--- src/rtl/wb_port_arbiter.sv ---
// Register-file write-port arbiter: the W stage always wins, and buffered
// mul/div results drain into the free slots. Pending destinations go to the hazard unit.
module wb_port_arbiter #(
    parameter int DEPTH    = 2,
    parameter int MAX_WAIT = 4
) (
    input  logic        clk,
    input  logic        reset,
    input  logic        RegWriteW,
    input  logic [4:0]  WriteRegW,
    input  logic [31:0] Result_W,
    input  logic        md_valid,
    output logic        md_ready,
    input  logic [4:0]  md_reg,
    input  logic [31:0] md_data,
    input  logic [4:0]  rsD,
    input  logic [4:0]  rtD,
    output logic        pend_rs,
    output logic        pend_rt,
    output logic        stall_req,
    output logic        RF_WE,
    output logic [4:0]  RF_A3,
    output logic [31:0] RF_WD
);

    localparam int PW = (DEPTH > 1) ? $clog2(DEPTH) : 1;
    localparam int CW = $clog2(DEPTH + 1);
    localparam int WW = $clog2(MAX_WAIT + 1);

    logic [4:0]       entReg  [DEPTH];
    logic [31:0]      entData [DEPTH];
    logic [DEPTH-1:0] entLive;
    logic [PW-1:0]    wrPtr;
    logic [PW-1:0]    rdPtr;
    logic [CW-1:0]    count;
    logic [WW-1:0]    waitCnt;

    logic wValid;
    logic empty;
    logic full;
    logic headLive;
    logic doPop;
    logic popLive;
    logic accept;
    logic doPush;
    logic anyRs;
    logic anyRt;

    assign wValid   = RegWriteW && (WriteRegW != 5'd0);
    assign empty    = (count == '0);
    assign full     = (count == CW'(DEPTH));
    assign headLive = !empty && entLive[rdPtr];
    // A squashed head still needs a free slot to leave, but never writes.
    assign doPop    = !wValid && !empty;
    assign popLive  = doPop && headLive;
    assign md_ready = !full;
    assign accept   = md_valid && md_ready;
    assign doPush   = accept && (md_reg != 5'd0);

    always_ff @(posedge clk or posedge reset) begin
        if (reset) begin
            wrPtr   <= '0;
            rdPtr   <= '0;
            count   <= '0;
            waitCnt <= '0;
            entLive <= '0;
            for (int i = 0; i < DEPTH; i++) begin
                entReg[i]  <= 5'd0;
                entData[i] <= 32'd0;
            end
        end else begin
            if (doPop) begin
                rdPtr          <= rdPtr + 1'b1;
                entLive[rdPtr] <= 1'b0;
            end
            if (wValid) begin
                for (int i = 0; i < DEPTH; i++) begin
                    if (entReg[i] == WriteRegW) entLive[i] <= 1'b0;
                end
            end
            // The push lands last so a same-cycle W write cannot squash it.
            if (doPush) begin
                wrPtr          <= wrPtr + 1'b1;
                entReg[wrPtr]  <= md_reg;
                entData[wrPtr] <= md_data;
                entLive[wrPtr] <= 1'b1;
            end
            if (doPush && !doPop)      count <= count + 1'b1;
            else if (!doPush && doPop) count <= count - 1'b1;

            if (empty || doPop)
                waitCnt <= '0;
            else if (headLive && wValid && waitCnt != WW'(MAX_WAIT))
                waitCnt <= waitCnt + 1'b1;
        end
    end

    always_comb begin
        anyRs = 1'b0;
        anyRt = 1'b0;
        for (int i = 0; i < DEPTH; i++) begin
            if (entLive[i] && entReg[i] == rsD) anyRs = 1'b1;
            if (entLive[i] && entReg[i] == rtD) anyRt = 1'b1;
        end
    end

    assign pend_rs   = anyRs && (rsD != 5'd0);
    assign pend_rt   = anyRt && (rtD != 5'd0);
    assign stall_req = (waitCnt == WW'(MAX_WAIT)) && headLive;

    always_comb begin
        RF_WE = 1'b0;
        RF_A3 = 5'd0;
        RF_WD = 32'd0;
        if (!reset) begin
            if (wValid) begin
                RF_WE = 1'b1;
                RF_A3 = WriteRegW;
                RF_WD = Result_W;
            end else if (popLive) begin
                RF_WE = 1'b1;
                RF_A3 = entReg[rdPtr];
                RF_WD = entData[rdPtr];
            end
        end
    end

endmodule

--- config.mk ---
export PLATFORM = sky130hd
export DESIGN_NAME = wb_port_arbiter
export DESIGN_NICKNAME = d
export VERILOG_FILES = /design/src/rtl/wb_port_arbiter.sv
export SDC_FILE = /design/constraint.sdc
export NUM_CORES = 1
export LEC_CHECK = 0
export CORE_MARGIN = 2
export CORE_UTILIZATION = 30
export CTS_CLUSTER_DIAMETER = 120
export DETAILED_ROUTE_END_ITERATION = 16
export GPL_ROUTABILITY_DRIVEN = 0
export PLACE_DENSITY = 0.53
export SLEW_MARGIN = 20
export SYNTH_ARGS = -nofsm -noshare
export SYNTH_HDL_FRONTEND = slang
export SYNTH_SLANG_ARGS = --single-unit
--- constraint.sdc ---
create_clock -name clk -period 4.3 [get_ports clk]
set_input_delay 1.075 -clock clk [delete_from_list [all_inputs] [get_ports clk]]
set_output_delay 1.075 -clock clk [all_outputs]
set_load 0.1 [all_outputs]
==> flow_summary.json, run 1 <==
{
  "synth_top_family_by_area": "multiplexers",
  "synthAdderAreaFrac": 0.00769,
  "place_area_sq_mm": 0.00688,
  "synth_area_leaders": "dfrtp_1 43%, mux2_2 17%, mux2_4 12%",
  "rows": 46,
  "dp_hpwl_mm": 9.05,
  "fp.dieH_um": 132,
  "synthSimpleGateAreaFrac": 0.100,
  "final-seq-area_sq_mm": 0.00208,
  "finalCritPeriodShare": 0.971,
  "vias": 3653,
  "startpoint_type": "input pin",
  "vias_per_cell": 4.79,
  "grt_pass1_vias": 4146,
  "hold_viol_final": 0,
  "grt_pass1_wl_mm": 21.9,
  "utilization": 0.453,
  "clock_power_share": 0.165,
  "combPwrFrac": 0.543,
  "diodes": 0,
  "critPathSlowestCell": "clkdlybuf4s50_1",
  "synth-seq-cells": 83,
  "cts.sinks": 83,
  "antenna_found_initial": 0,
  "synth_area_sq_mm": 0.00488,
  "clk_latency_ns": 0.34,
  "ir_drop_mv": 0.253,
  "cts_setup_buffers": 0,
  "dr.pass1.iters": 4,
  "cts_hold_buffers": 0,
  "synth.avg_cell_area_sq_um": 11.6,
  "io_buffers": 129,
  "worstSetupStartpoint": "WriteRegW[4]",
  "io_pins": 130,
  "internal_power_mw": 3.05,
  "final_common_cell": "clkdlybuf4s50_1",
  "path_class": "input pin to output pin",
  "p_switching_mw": 2.03,
  "route.detailed.drc": 0,
  "multiInputGateArea_sq_mm": 0.00272,
  "htreeDepth": 3,
  "powerDensity_mw_per_mm2": 705,
  "pwr-share-seq": 0.292,
  "final_cells": 763,
  "maxCapViolations": 0,
  "p_leak_nw": 2.96,
  "synth-compound-area-share": 0.0613,
  "yosys.area.top_type_share": 0.426,
  "fp.coreArea_sq_mm": 0.0159,
  "arrival_ns": 3.10,
  "fmax_mhz": 240,
  "cts-root-buf": "clkbuf_16",
  "syn_inst": 421,
  "finalWorstSetupSlack_ns": 0.125,
  "synth_edf_count": 0,
  "ys.flop_type": "dfrtp_1",
  "tns_ns": 0,
  "synthXorXnorAreaFrac": 0.0664,
  "layout_common_cells": "87 x clkdlybuf4s50_1, 82 x dfrtp_1, 72 x mux2_2",
  "swShare": 0.399,
  "die_w_um": 132,
  "worstPathMaxFanout": 35,
  "drive_gt1_frac": 0.408,
  "grt_max_degree": 41,
  "synthMuxAreaShare": 0.289,
  "grt_overflow": 0,
  "dp_slack_ns": 0.152,
  "slew_violations": 0,
  "dieArea_sq_mm": 0.0173,
  "async_reset_ff_frac": 1.00,
  "place_inst": 747,
  "drtAntennaViolNets": 0,
  "fillers": 1495,
  "grtUsageTotal": 0.159,
  "cts_made_buffers": 9,
  "r2r_setup_slack_ns": 2.40,
  "postLayoutCellArea_sq_mm": 0.00720,
  "clock_skew_ns": 0.00800,
  "setup-violations-final": 0,
  "relSlewSlack": 0.356,
  "worstReg2RegStart": "count[0]$_DFFE_PP0P_",
  "cp_top_family": "buffers and inverters",
  "cp_cell_sequence": "clkdlybuf4s50_1, or3_1, o31ai_4, buf_12, nand3_1, a21oi_2, buf_12",
  "crit_path_end_kind": "output pin",
  "hp-class": "flop to flop",
  "status": "complete, no violations",
  "holdPathStages": 1,
  "synth_top_cell_by_area": "dfrtp_1",
  "cts.clk_slew.worst_paths_ns": 0.06,
  "required_ns": 3.22,
  "p_total_mw": 5.08,
  "min_period_ns": 4.17,
  "holdPathEnd": "entData[24]$_DFFE_PP0P_",
  "timing.hold.ws_ns": 0.501,
  "cp_slowest_stage_delay_ns": 0.44,
  "drt_iter0_drc": 151,
  "syn_to_final_growth_pct": 47.6,
  "worst_slew_pin_slew_ns": 0.963,
  "rsz0062_at_grt": "false",
  "syn_nets": 512,
  "wirelength_mm": 13.2,
  "initial_core_util": 0.307,
  "tritoncts": "yes",
  "ys_seq_area_frac": 0.426,
  "cts_resized": 0,
  "layout.nets": 633,
  "wl_per_cell_um": 17.3,
  "cts_buffer_depth": 2,
  "timing.rr.end": "entData[61]$_DFFE_PP0P_",
  "reg2reg_depth": 4,
  "yosysUniqueCellTypes": 36,
  "critical_path_buf_inv_count": 3,
  "path_common_cell": "buf_12",
  "yosys_warnings": 0,
  "hold_start": "entData[24]$_DFFE_PP0P_"
}
[how the worst max path moves through the flow]
stage	end	slack, ns	depth (start not counted)
after floorplan	RF_WE	0.14	5
after global placement	RF_WD[18]	0.15	7
after detailed placement	RF_WD[18]	0.15	7
after CTS	RF_WD[8]	0.14	7
after global routing	RF_WD[18]	0.02	7
final	RF_WD[8]	0.13	7
[per-layer routing]
layer | wire (um) | vias to the layer above | GRT usage
met1 | 6050 | 1791 | 0.204
met3 | 909 | 14 | 0.0563
met4 | 163 | 0 | 0.0483
met5 | 0 | - | 0
met2 | 6070 | 116 | 0.252
li1 | - | 1732 | -
[state kept, by name, summed over array words and instances (netlist names)]
signal / flops
count: 2
entData: 64
entLive: 2
entReg: 10
rdPtr: 1
waitCnt: 3
wrPtr: 1
[worst register-to-register path: cells and delay by family, from the launching register on]
family | cells | cell delay, ns
AO/OA/AOI/OAI | 1 | 0.19
multiplexers | 1 | 0.44
AND/OR/NAND/NOR | 2 | 0.73
flip-flops | 1 | 0.43
[power by group through the flow]
stage	clock network (mW)	registers [mW]	logic [mW]
global placement	0	1.47	2.76
floorplan	0	1.38	2.16
detailed placement	0	1.49	2.78
global route	0.898	1.54	2.94
finish	0.836	1.48	2.76
CTS	0.863	1.48	2.79
[cells by family (layout without fill, tap and decap cells)]
kind of cell	Yosys count	count (layout)
XOR/XNOR	37	37
flip-flops	83	83
AND/OR/NAND/NOR	101	101
buffers and inverters	35	161
AO/OA/AOI/OAI	49	49
multiplexers	113	113
adder cells (fa/ha/maj)	3	3
[cells in the mapped netlist, drive strengths merged, types with 4 or more instances]
cell	instances
mux2	110
xor2	23
clkbuf	15
xnor2	14
nor2	10
dfrtp	83
inv	4
nor4	4
buf	16
nand3	40
nor3	4
nand2	35
a21oi	37
[cell type report]
class                   count  share of cell area
clock buffers              12              0.0342
clock inverters             4              0.0102
inverters                   4             0.00226
multi-input cells         303               0.377
flip-flops and latches     83               0.289
well taps                 216              0.0375
repair buffers            141               0.250
Note: power is estimated with default switching activity, not from simulation.
==> run 2: changes to the inputs <==
--- a/config.mk
+++ b/config.mk
@@ -6,11 +6,10 @@
 export NUM_CORES = 1
 export LEC_CHECK = 0
 export CORE_MARGIN = 2
-export CORE_UTILIZATION = 30
-export CTS_CLUSTER_DIAMETER = 120
+export CORE_UTILIZATION = 49
 export DETAILED_ROUTE_END_ITERATION = 16
 export GPL_ROUTABILITY_DRIVEN = 0
-export PLACE_DENSITY = 0.53
+export PLACE_DENSITY = 0.8
 export SLEW_MARGIN = 20
 export SYNTH_ARGS = -nofsm -noshare
 export SYNTH_HDL_FRONTEND = slang
==> run 2 against run 1 <==
Wire length is 6.6% lower. Clock power is 30% lower. Combinational power hardly changed. First-iteration DRC count is 21% lower. Critical path type unchanged. Largest power group unchanged.
==> flow_summary.json, run 2 (synthesis gave the netlist of run 1 again) <==
{
  "tritoncts": "yes",
  "largest_register_ffs": 64,
  "finalCritPeriodShare": 0.971,
  "wl_per_cell_um": 18.0,
  "reg_top3": "entData: 64 flops, entReg: 10 flops, waitCnt: 3 flops",
  "hold_viol_final": 0,
  "wl_met3_um": 625,
  "htreeDepth": 3,
  "initial_core_util": 0.502,
  "cp_slowest_stage_delay_ns": 0.45,
  "reg2reg_depth": 4,
  "dieArea_sq_mm": 0.0108,
  "crit_path_end_kind": "output pin",
  "cts_resized": 0,
  "syn_to_final_growth_pct": 43.6,
  "worstReg2RegStart": "count[0]$_DFFE_PP0P_",
  "required_ns": 3.22,
  "clk_latency_ns": 0.35,
  "drive_gt1_frac": 0.415,
  "layout_common_cells": "87 x clkdlybuf4s50_1, 82 x dfrtp_1, 72 x mux2_2",
  "arrival_ns": 3.10,
  "path_common_cell": "buf_12",
  "critPathSlowestCell": "or3_1",
  "grtUsageTotal": 0.237,
  "setup-violations-final": 0,
  "drtAntennaViolNets": 0,
  "antenna_found_initial": 0,
  "r2r_setup_slack_ns": 2.38,
  "p_leak_nw": 2.91,
  "timing.rr.end": "entReg[5]$_DFFE_PP0P_",
  "startpoint_type": "input pin",
  "worstPathMaxFanout": 33,
  "postLayoutCellArea_sq_mm": 0.00701,
  "grt_overflow": 0,
  "dr.pass1.iters": 4,
  "wirelength_mm": 12.3,
  "rows": 36,
  "status": "complete, no violations",
  "place_area_sq_mm": 0.00680,
  "largest_register": "entData",
  "cp_cell_sequence": "clkdlybuf4s50_1, or3_1, o31ai_4, buf_12, nand3_1, a21oi_2, buf_12",
  "wl_met1_mm": 4.99,
  "ir_drop_mv": 0.378,
  "grt_max_degree": 41,
  "cts_made_buffers": 9,
  "cts-root-buf": "clkbuf_8",
  "vias_per_cell": 5.47,
  "layout.nets": 636,
  "drt_iter0_drc": 120,
  "min_period_ns": 4.17,
  "diodes": 0,
  "fmax_mhz": 240,
  "maxCapViolations": 0,
  "cts_setup_buffers": 0,
  "powerDensity_mw_per_mm2": 689,
  "fillers": 707,
  "holdPathStages": 1,
  "wl_met2_mm": 6.44,
  "slew_violations": 0,
  "rsz0062_at_grt": "false",
  "clock_skew_ns": 0.0124,
  "die_w_um": 104,
  "hp-class": "flop to flop",
  "path_class": "input pin to output pin",
  "grt_pass1_vias": 4167,
  "io_buffers": 129,
  "cts_hold_buffers": 0,
  "cts_buffer_depth": 2,
  "route.detailed.drc": 0,
  "dp_hpwl_mm": 8.82,
  "vias": 3739,
  "fp.dieH_um": 104,
  "holdPathEnd": "entData[55]$_DFFE_PP0P_",
  "io_pins": 130,
  "cts.clk_slew.worst_paths_ns": 0.08,
  "relSlewSlack": 0.358,
  "routed.top_layer": "met4",
  "final_common_cell": "clkdlybuf4s50_1",
  "cts.sinks": 83,
  "fp.coreArea_sq_mm": 0.00973,
  "tns_ns": 0,
  "hold_start": "entData[55]$_DFFE_PP0P_",
  "grt_pass1_wl_mm": 20.7,
  "worst_slew_pin_slew_ns": 0.960
}
==> run 2: through the flow <==
| step | util | instances | worst slack [ns] | hold WS, ns | power (mW) |
|---|---|---|---|---|---|
| after global placement | 0.699 | 667 | 0.185 | 0.481 | 4.15 |
| after detailed placement | 0.699 | 667 | 0.137 | 0.490 | 4.25 |
| after floorplan | - | 421 | 0.141 | 0.474 | 3.54 |
| final | 0.720 | 683 | 0.125 | 0.505 | 4.83 |
| after global routing | 0.720 | 683 | 0.0212 | 0.521 | 5.09 |
| after CTS | 0.720 | 683 | 0.125 | 0.510 | 4.85 |
==> run 2: cell type report <==
| cell class | instances | area [sq um] | area share |
|---|---|---|---|
| Timing Repair Buffer | 144 | 1820 | 0.260 |
| Sequential cell | 83 | 2080 | 0.297 |
| Clock buffer | 9 | 124 | 0.0177 |
| Multi-Input combinational cell | 303 | 2720 | 0.388 |
| Tap cell | 133 | 166 | 0.0237 |
| Clock inverter | 7 | 82.6 | 0.0118 |
| Inverter | 4 | 16.3 | 0.00232 |
==> run 2: layer usage <==
layer | GRT usage | vias up
met5 | 0 | -
met4 | 0.0705 | 0
met3 | 0.0554 | 23
met2 | 0.431 | 104
met1 | 0.278 | 1873
li1 | - | 1739
==> run 2: where the power goes <==
| part | total (mW) | internal, mW | switching (mW) |
|---|---|---|---|
| Sequential | 1.48 | 1.18 | 0.299 |
| Combinational | 2.76 | 1.35 | 1.42 |
| Clock | 0.587 | 0.278 | 0.309 |
| Total | 4.83 | 2.80 | 2.03 |
==> run 2: worst max path at each step <==
stage | cells past startpoint | slack (ns) | start | end
after CTS | 7 | 0.12 | WriteRegW[4] | RF_WD[14]
after floorplan | 5 | 0.14 | WriteRegW[2] | RF_WE
after detailed placement | 7 | 0.14 | WriteRegW[4] | RF_WD[14]
after global routing | 7 | 0.02 | WriteRegW[4] | RF_WD[27]
after global placement | 7 | 0.18 | WriteRegW[4] | RF_WD[23]
final | 7 | 0.13 | WriteRegW[4] | RF_WD[3]
==> run 2: critical path, delay by kind of cell <==
kind	cells	cell delay, ns
AND/OR/NAND/NOR	2	0.58
AO/OA/AOI/OAI	2	0.57
buffers and inverters	3	0.87
==> run 3: changes to the inputs <==
--- a/config.mk
+++ b/config.mk
@@ -5,6 +5,7 @@
 export SDC_FILE = /design/constraint.sdc
 export NUM_CORES = 1
 export LEC_CHECK = 0
+export CAP_MARGIN = 15
 export CORE_MARGIN = 2
 export CORE_UTILIZATION = 49
 export DETAILED_ROUTE_END_ITERATION = 16
==> results of run 3 <==
The final DEF is identical to that of run 2; final timing and power are the same.
